`src/rtl/commit_tracker_pkg.sv`:
```
// Shared types and constants for the commit tracker: trap opcode, reset PC and state encoding.
package commit_tracker_pkg;

  typedef enum logic [1:0] {
    CT_RUN  = 2'b00,
    CT_HALT = 2'b01,
    CT_HANG = 2'b10
  } ct_state_e;

  localparam logic [6:0]  TRAP_OPCODE = 7'h6b;
  localparam logic [63:0] PC_START    = 64'h0000_0000_8000_0000;

  function automatic logic is_trap(input logic [6:0] opcode);
    return opcode == TRAP_OPCODE;
  endfunction

endpackage

```
`src/rtl/commit_tracker_popcnt.sv`:
```
// Combinational population count of the effective commit-valid vector.
module commit_tracker_popcnt #(
  parameter int N = 2,
  parameter int W = $clog2(N + 1)
) (
  input  logic [N-1:0] bits,
  output logic [W-1:0] count
);

  always_comb begin
    // NOTE: default every always_comb output before the loop so no latch is inferred.
    count = '0;
    for (int i = 0; i < N; i++) begin
      count = count + W'(bits[i]);
    end
  end

endmodule

```
`src/rtl/commit_tracker.sv`:
```
// Multi-lane retire monitor: registers commits, counts cycles/instructions, detects trap and hang.
// Optional COMMIT_PERF_EN builds the zero-commit idle_cnt counter; otherwise idle_cnt is tied 0.
module commit_tracker
  import commit_tracker_pkg::*;
#(
  parameter int              NLANE    = 2,
  parameter int              XLEN     = 64,
  parameter logic [XLEN-1:0] START_PC = XLEN'(PC_START),
  parameter int              TIMEOUT  = 5000
) (
  input  logic                  clock,
  input  logic                  reset,
  input  logic [NLANE-1:0]      in_valid,
  input  logic [NLANE*XLEN-1:0] in_pc,
  input  logic [NLANE*32-1:0]   in_inst,
  input  logic [NLANE-1:0]      in_wen,
  input  logic [NLANE*5-1:0]    in_wdest,
  input  logic [NLANE*XLEN-1:0] in_wdata,
  input  logic [NLANE-1:0]      in_skip,
  input  logic [XLEN-1:0]       a0_value,
  output logic [NLANE-1:0]      out_valid,
  output logic [NLANE*XLEN-1:0] out_pc,
  output logic [NLANE*32-1:0]   out_inst,
  output logic [NLANE*XLEN-1:0] out_wdata,
  output logic [NLANE-1:0]      out_wen,
  output logic [NLANE*8-1:0]    out_wdest,
  output logic [NLANE-1:0]      out_skip,
  output logic [63:0]           cycle_cnt,
  output logic [63:0]           instr_cnt,
  output logic                  trap_valid,
  output logic [7:0]            trap_code,
  output logic [XLEN-1:0]       trap_pc,
  output logic                  hang,
  output logic [63:0]           idle_cnt
);

  localparam int CW = $clog2(NLANE + 1);

  ct_state_e        state;
  logic             first_q;
  logic [31:0]      wd_cnt;
  logic [NLANE-1:0] eff_valid;
  logic [CW-1:0]    n_commit;
  logic             trap_any;
  logic [XLEN-1:0]  trap_pc_sel;
  logic             run;
  logic             commit_any;
  logic             wd_expire;
  logic             unused_a0;

  assign run        = (state == CT_RUN);
  assign commit_any = |eff_valid;
  assign wd_expire  = (TIMEOUT != 0) && !commit_any && (wd_cnt == 32'(TIMEOUT - 1));
  assign trap_valid = (state == CT_HALT);
  assign hang       = (state == CT_HANG);
  assign unused_a0  = ^a0_value[XLEN-1:8];

  // Lanes are scanned oldest first; once a trap lane is seen, younger lanes are masked.
  always_comb begin
    eff_valid   = '0;
    trap_any    = 1'b0;
    trap_pc_sel = '0;
    for (int i = 0; i < NLANE; i++) begin
      if (!trap_any && in_valid[i]) begin
        eff_valid[i] = 1'b1;
        if (is_trap(in_inst[i*32 +: 7])) begin
          trap_any    = 1'b1;
          trap_pc_sel = in_pc[i*XLEN +: XLEN];
        end
      end
    end
  end

  commit_tracker_popcnt #(.N(NLANE), .W(CW)) u_popcnt (
    .bits  (eff_valid),
    .count (n_commit)
  );

  always_ff @(posedge clock) begin
    // NOTE: reset is synchronous, so it is tested inside the clocked block, and all state uses <=.
    if (reset) begin
      state     <= CT_RUN;
      first_q   <= 1'b1;
      wd_cnt    <= '0;
      cycle_cnt <= '0;
      instr_cnt <= '0;
      out_valid <= '0;
      trap_code <= '0;
      trap_pc   <= '0;
    end else begin
      out_valid <= '0;
      if (run) begin
        out_valid <= eff_valid;
        cycle_cnt <= cycle_cnt + 64'd1;
        instr_cnt <= instr_cnt + 64'(n_commit);
        if (commit_any) begin
          first_q <= 1'b0;
          wd_cnt  <= '0;
        end else begin
          wd_cnt  <= wd_cnt + 32'd1;
        end
        // A trap is itself a commit, so it always beats a watchdog expiry.
        if (trap_any) begin
          state     <= CT_HALT;
          trap_code <= a0_value[7:0];
          trap_pc   <= trap_pc_sel;
        end else if (wd_expire) begin
          state <= CT_HANG;
        end
      end
    end
  end

`ifdef COMMIT_PERF_EN
  always_ff @(posedge clock) begin
    if (reset) begin
      idle_cnt <= '0;
    end else if (run && !commit_any) begin
      idle_cnt <= idle_cnt + 64'd1;
    end
  end
`else
  assign idle_cnt = '0;
`endif

  for (genvar i = 0; i < NLANE; i++) begin : g_lane
    logic [XLEN-1:0] pc_q;
    logic [XLEN-1:0] wdata_q;
    logic [31:0]     inst_q;
    logic [4:0]      wdest_q;
    logic            wen_q;
    logic            skip_q;

    // Lane payload is captured every RUN cycle regardless of valid and holds once stopped.
    always_ff @(posedge clock) begin
      if (reset) begin
        pc_q    <= '0;
        wdata_q <= '0;
        inst_q  <= '0;
        wdest_q <= '0;
        wen_q   <= 1'b0;
        skip_q  <= 1'b0;
      end else if (run) begin
        pc_q    <= in_pc[i*XLEN +: XLEN];
        wdata_q <= in_wdata[i*XLEN +: XLEN];
        inst_q  <= in_inst[i*32 +: 32];
        wdest_q <= in_wdest[i*5 +: 5];
        wen_q   <= in_wen[i] && (in_wdest[i*5 +: 5] != 5'd0);
        skip_q  <= in_skip[i] | (first_q && (in_pc[i*XLEN +: XLEN] == START_PC));
      end
    end

    assign out_pc[i*XLEN +: XLEN]    = pc_q;
    assign out_wdata[i*XLEN +: XLEN] = wdata_q;
    assign out_inst[i*32 +: 32]      = inst_q;
    assign out_wdest[i*8 +: 8]       = {3'b000, wdest_q};
    assign out_wen[i]                = wen_q;
    assign out_skip[i]               = skip_q;
  end

endmodule
```
`config.mk`:
```
export PLATFORM = sky130hd
export DESIGN_NAME = commit_tracker
export DESIGN_NICKNAME = d
export VERILOG_FILES = /design/src/rtl/commit_tracker_pkg.sv /design/src/rtl/commit_tracker_popcnt.sv /design/src/rtl/commit_tracker.sv
export SDC_FILE = /design/constraint.sdc
export NUM_CORES = 1
export LEC_CHECK = 0
export ABC_AREA = 1
export CAP_MARGIN = 20
export CORE_AREA = 2 2 394 396
export DETAILED_ROUTE_END_ITERATION = 8
export DIE_AREA = 0 0 396 398
export MAX_ROUTING_LAYER = met4
export PLACE_DENSITY_LB_ADDON = 0.15
export SLEW_MARGIN = 20
export SYNTH_ARGS = -nofsm -noshare
export SYNTH_HDL_FRONTEND = slang
export SYNTH_HIERARCHICAL = 1
export SYNTH_SLANG_ARGS = --single-unit
```
`constraint.sdc`:
```
create_clock -name clock -period 3.7 [get_ports clock]
set_clock_uncertainty 0.2 [all_clocks]
set_input_delay 0.74 -clock clock [delete_from_list [all_inputs] [get_ports clock]]
set_output_delay 0.74 -clock clock [all_outputs]
set_load 0.03 [all_outputs]
```
# Yosys cells after proc, flatten, opt, wreduce, memory -nomap -nowiden
# Index checks and enable logic that the tools add are counted.
# totals
inputBits,402
elab_cells,64
register_bits,571
# classes
n_reduce_logical,17
bitwise_logic,3
mux,13
eq_ne,7
add_sub_neg,4
# op_table
cell,count
2-to-1 mux 64 bit,4
equality test 64 x 32 -> 1 bit (second input constant),2
adder 64 x 1 -> 64 bit (second input constant),1
adder 64 x 2 -> 64 bit,1
adder 32 x 1 -> 32 bit (second input constant),1
equality test 32 x 13 -> 1 bit (second input constant),1
2-to-1 mux 32 bit,1
equality test 7 bit (second input constant),2
nonzero test 5 bit,2
logical AND 1 bit,6
2-to-1 mux 1 bit,6
AND reduction 2 bit,3
2-to-1 mux 2 bit,2
OR reduction 2 bit,2
adder 1 x 1 -> 2 bit,1
equality test 2 x 1 -> 1 bit (second input constant),1
equality test 2 bit (second input constant),1
logical NOT 1 bit,2
logical NOT 2 bit,1
bitwise OR 1 bit,2
nonzero test 2 bit,1
inverter 1 bit,1

# Longest topological paths before layout
# logic_depth
depth_word,11
ltp_mapped,20
ltp_nobuf,18

# By module
# The synthesis kept the hierarchy.
# modules_own_cells
mod,cells_per_inst,instances,area_per_inst_um2
commit_tracker,3613,1,25055.3
commit_tracker_popcnt,1,1,12.5

# Worst setup path after synthesis
# No wires, ideal clock.
# synth_timing
path_type,input to register
from,in in_inst[3]
to,reg instr_cnt[52]
arrival_ns,3.221
setup_time_ns,0.128
setup_slack_ns,0.151
required_time_ns,3.372
path_stages,19
path_cell_list,inv_1 nor3_1 nand2_1 buf_2 buf_1 nand2_1 inv_1 ha_1 ha_1 inv_1 fa_1 inv_1 nand3_4 nor2_1 nand2_1 nor2_1 nand4_1 nand2_1 nor2_1
# synth_via
elab_chain_cells,8
# synth_rtl
element,line,text
from (decl),commit_tracker.sv:15,"input logic [NLANE*32-1:0] in_inst,"
equality test 7 bit,commit_tracker_pkg.sv:14,return opcode == TRAP_OPCODE;
2-to-1 mux 1 bit,commit_tracker.sv:66,if (is_trap(in_inst[i*32 +: 7])) begin
2-to-1 mux 1 bit,commit_tracker.sv:64,if (!trap_any && in_valid[i]) begin
logical NOT 1 bit,commit_tracker.sv:64,
logical AND 1 bit,commit_tracker.sv:64,
2-to-1 mux 1 bit,commit_tracker.sv:64,
net eff_valid[1],commit_tracker.sv:42,logic [NLANE-1:0] eff_valid;
adder 1 x 1 -> 2 bit,commit_tracker_popcnt.sv:14,count = count + W'(bits[i]);
net n_commit[0],commit_tracker.sv:43,logic [CW-1:0] n_commit;
adder 64 x 2 -> 64 bit,commit_tracker.sv:95,instr_cnt <= instr_cnt + 64'(n_commit);
to (signal assigned),commit_tracker.sv:95,
to (decl),commit_tracker.sv:29,"output logic [63:0] instr_cnt,"
# The timed path passes the listed nets, and every way through them passes these cells.
# A chain may end at the register's enable or synchronous reset.

# Worst setup path after layout
# layout_timing
from,in in_valid[0]
to,reg instr_cnt[54]
# layout_via
elab_chain_cells,6
elab_cells_between_ends,7
classes_between,2 x add/sub; 3 x mux; 2 x reduce/logical
# layout_rtl
element,line,text
from (decl),commit_tracker.sv:13,"input logic [NLANE-1:0] in_valid,"
2-to-1 mux 1 bit,commit_tracker.sv:64,
logical NOT 1 bit,commit_tracker.sv:64,
logical AND 1 bit,commit_tracker.sv:64,
2-to-1 mux 1 bit,commit_tracker.sv:64,
net eff_valid[1],commit_tracker.sv:42,
adder 1 x 1 -> 2 bit,commit_tracker_popcnt.sv:14,
net n_commit[0],commit_tracker.sv:43,
adder 64 x 2 -> 64 bit,commit_tracker.sv:95,
# The timed path passes the listed nets, and every way through them passes these cells.

==> qor.txt <==
Status: complete, no violations
Top cell by count, worst path: inv_1
Initial antenna violation count: 21
Crit Path Max Fanout: 7
Gr usage total: 0.163
Synth Flop Type: dfxtp_1
Die Ht: 398 microns
EDFF count, synth: 0
FF-to-FF path depth: 10
DP Area: 36300 sq um
Worst r2r src: state[0]
Fmax achieved: 293 MHz
Mapped Area: 25100 sq um
VDD IR-drop max: 0.288 mV
WP depth: 21
Largest net degree at the start of global routing: 151
Die area: 158000 sq um
Final WL: 129000 microns
CTS tree: yes
RSZ-0062 raised after global routing: false
Asr flop ratio synth: 0
Total Power: 16.6 mW
Max Transition Viols Final: 0
Worst-path cell chain: clkdlybuf4s50_1, nand2_2, buf_12, nor3_2, buf_4, nand2_4, nand2_1, inv_1, ha_1, ha_1, inv_1, fa_1, inv_1, nand3_4, nor2_4, nand2_2, nor2_4, nand3_1, nand2_1, inv_1, nor2_1
Worst Path Arrival: 3.81 ns
Final Hold Vio Count: 0
Vias in the first global route: 26.1k
Final antenna-violating net count: 0
Flop pwr share: 0.391
Min-Delay Startpoint: in_inst[6]
Worst Path Required: 4.10 ns
Root buf cell: clkbuf_16
Hold_buf cts: 0
Syn-to-layout area delta: 55.7%
Share of cells above drive strength 1: 0.0600
Post-DP HPWL: 98400 microns
Die width: 396 microns
Sw Ratio: 0.278
Period utilization: 0.922
Leak Pwr: 15.1 nW
Top delay family on crit path: simple AND/OR/NAND/NOR gates
Max stage delay on crit path: 0.50 ns
Rel. slew slack: 0.356
Max_cap viols: 0
Most common cell in the netlist: nor2_1
First-pass iteration count of the detailed router: 5
Cell count after synthesis: 3614
Clk buf depth: 3
Fin crit period: 3.41 ns
Post-CTS sizing: 0
Post-DR wirelength/cell: 19.5 microns
Area leader, netlist: dfxtp_1
Slowest CP cell: clkdlybuf4s50_1
Initial Util: 0.163
Port-buffer cells: 883
Share of the synthesized area in the top cell type: 0.456
Hold crit path type: input pin to register
Vias: 26.1k
Final Cell Area: 39000 sq um
Htree depth: 3
First-pass GRT wire length: 183000 microns
CTS sink count: 571
Crit path capture type: register
Largest cells by area after synthesis: dfxtp_1, nor2_1, nand2_1, o21ai_0, inv_1
GPL Wtd Cong: 0.842
Overflow after GRT: 0
Distinct cells, synth: 39
DRT iter0 DRCs: 1356
Seq/Total Area, Yosys: 0.456
Power density over the cells: 427 nW/um^2
Synth Register Bits: 571
Power Internal: 12.0 mW
Worst reg2reg setup slack: 1.26 ns
Clock-pin slew on the worst setup and hold paths: 0.06 ns
Hold slack: 0.267 ns
Routed vias/inst: 3.95
Syn. warnings: 6
Startpoint types: input pin
Worst hold endpoint: g_lane[0].inst_q[6]
CORE AREA: 153000 sq um
Syn avg cell area: 6.94 sq um
Net count, final: 4898
R2r endpoint: cycle_cnt[45]
Share of power burned in the clock network: 0.483
Final setup viols: 0
Cell Rows: 144
Clock Latency Late Sink: 0.67 ns
Gate power share: 0.126
Switching power: 4.63 mW
Worst Path Buf+Inv: 7
Post-route DRC: 0
Setup_tns: 0 ns
Least-Margin Pin Slew: 0.965 ns
Inserted Clock Buffers: 80
Io pins: 1010
Setup CP Type: input pin to register
Post-synth top cells: nor2_1, dfxtp_1, nand2_1
Hold path depth: 3
# Post-CTS Setup Buffers: 0
==> cells by family (layout without fill, tap and decap cells) <==
kind of cell	after synthesis	in the layout	synth area share
AND/OR/NAND/NOR	1793	1793	0.296
AO/OA/AOI/OAI	615	615	0.124
buffers and inverters	586	1451	0.106
flip-flops	571	571	0.456
XOR/XNOR	42	42	0.0147
adder cells (fa/ha/maj)	6	6	0.00329
other	1	84	0.000150
==> worst min-delay path, delay by kind of cell <==
kind,cells,cell delay (ns)
buffers and inverters,1,0.14
and+or+nand+nor,2,0.22
==> per-layer routing <==
layer | global-route usage | part of all wire | vias to the layer above
li1 | - | - | 13109
met1 | 0.194 | 0.43 | 11941
met2 | 0.259 | 0.46 | 868
met3 | 0.0497 | 0.074 | 178
met4 | 0.0555 | 0.034 | 0
met5 | - | 0 | -
==> through the flow <==
stage          cells  worst slack [ns]   util
2_1_floorplan   3683             0.151      -
3_3_place_gp    6452            -0.594  0.236
3_5_place_dp    6452            -0.577  0.236
4_1_cts         6592             0.140  0.254
5_1_grt         6605            0.0428  0.254
6_report        6606             0.289  0.254
==> state kept, by name, indices dropped and copies added, names as in the netlist <==
| name | cells |
|---|---|
| trap_code | 8 |
| g_lane.wdata_q | 128 |
| state | 2 |
| g_lane.wdest_q | 10 |
| g_lane.pc_q | 128 |
| wd_cnt | 32 |
| g_lane.inst_q | 64 |
| first_q | 1 |
| instr_cnt | 64 |
| out_valid | 2 |
| g_lane.skip_q | 2 |
| g_lane.wen_q | 2 |
| trap_pc | 64 |
| cycle_cnt | 64 |
==> how the worst max path moves through the flow <==
stage	startpoint	endpoint	slack [ns]
after floorplan	in_inst[3]	instr_cnt[52]	0.15
after global placement	in_inst[6]	instr_cnt[52]	-0.59
after detailed placement	in_inst[6]	instr_cnt[36]	-0.58
after CTS	in_inst[6]	instr_cnt[36]	0.14
after global routing	in_valid[0]	instr_cnt[62]	0.04
final	in_valid[0]	instr_cnt[54]	0.29
==> layout by cell type, fill, tap and decap left out, drive strengths merged, types with 6 or more instances in the layout <==
cell type	count
a21oi	212
buf	86
bufinv	7
clkbuf	108
clkdlybuf4s50	881
clkinv	21
conb	70
dfxtp	571
diode	14
inv	347
nand2	522
nand3	89
nand4	67
nor2	998
nor3	97
nor3b	6
o21ai	386
xnor2	12
xor2	30
==> power groups by stage <==
stage / Sequential [mW] / Combinational, mW / Clock (mW)
6_report: 6.51 / 2.10 / 8.04
3_3_place_gp: 6.64 / 2.13 / 0
2_1_floorplan: 7.07 / 0.572 / 0
5_1_grt: 6.54 / 2.25 / 8.55
4_1_cts: 6.51 / 2.13 / 8.37
3_5_place_dp: 6.64 / 2.12 / 0
==> cell type report <==
type | count | area (sq um)
Antenna cell | 14 | 35.0
Clock buffer | 108 | 2240
Clock inverter | 32 | 445
Fill cell | 17032 | 114000
Inverter | 343 | 1290
Multi-Input combinational cell | 2526 | 11300
Sequential cell | 571 | 11400
Tap cell | 2044 | 2560
Timing Repair Buffer | 968 | 9700
No activity file was read; power rests on OpenSTA's default activity.
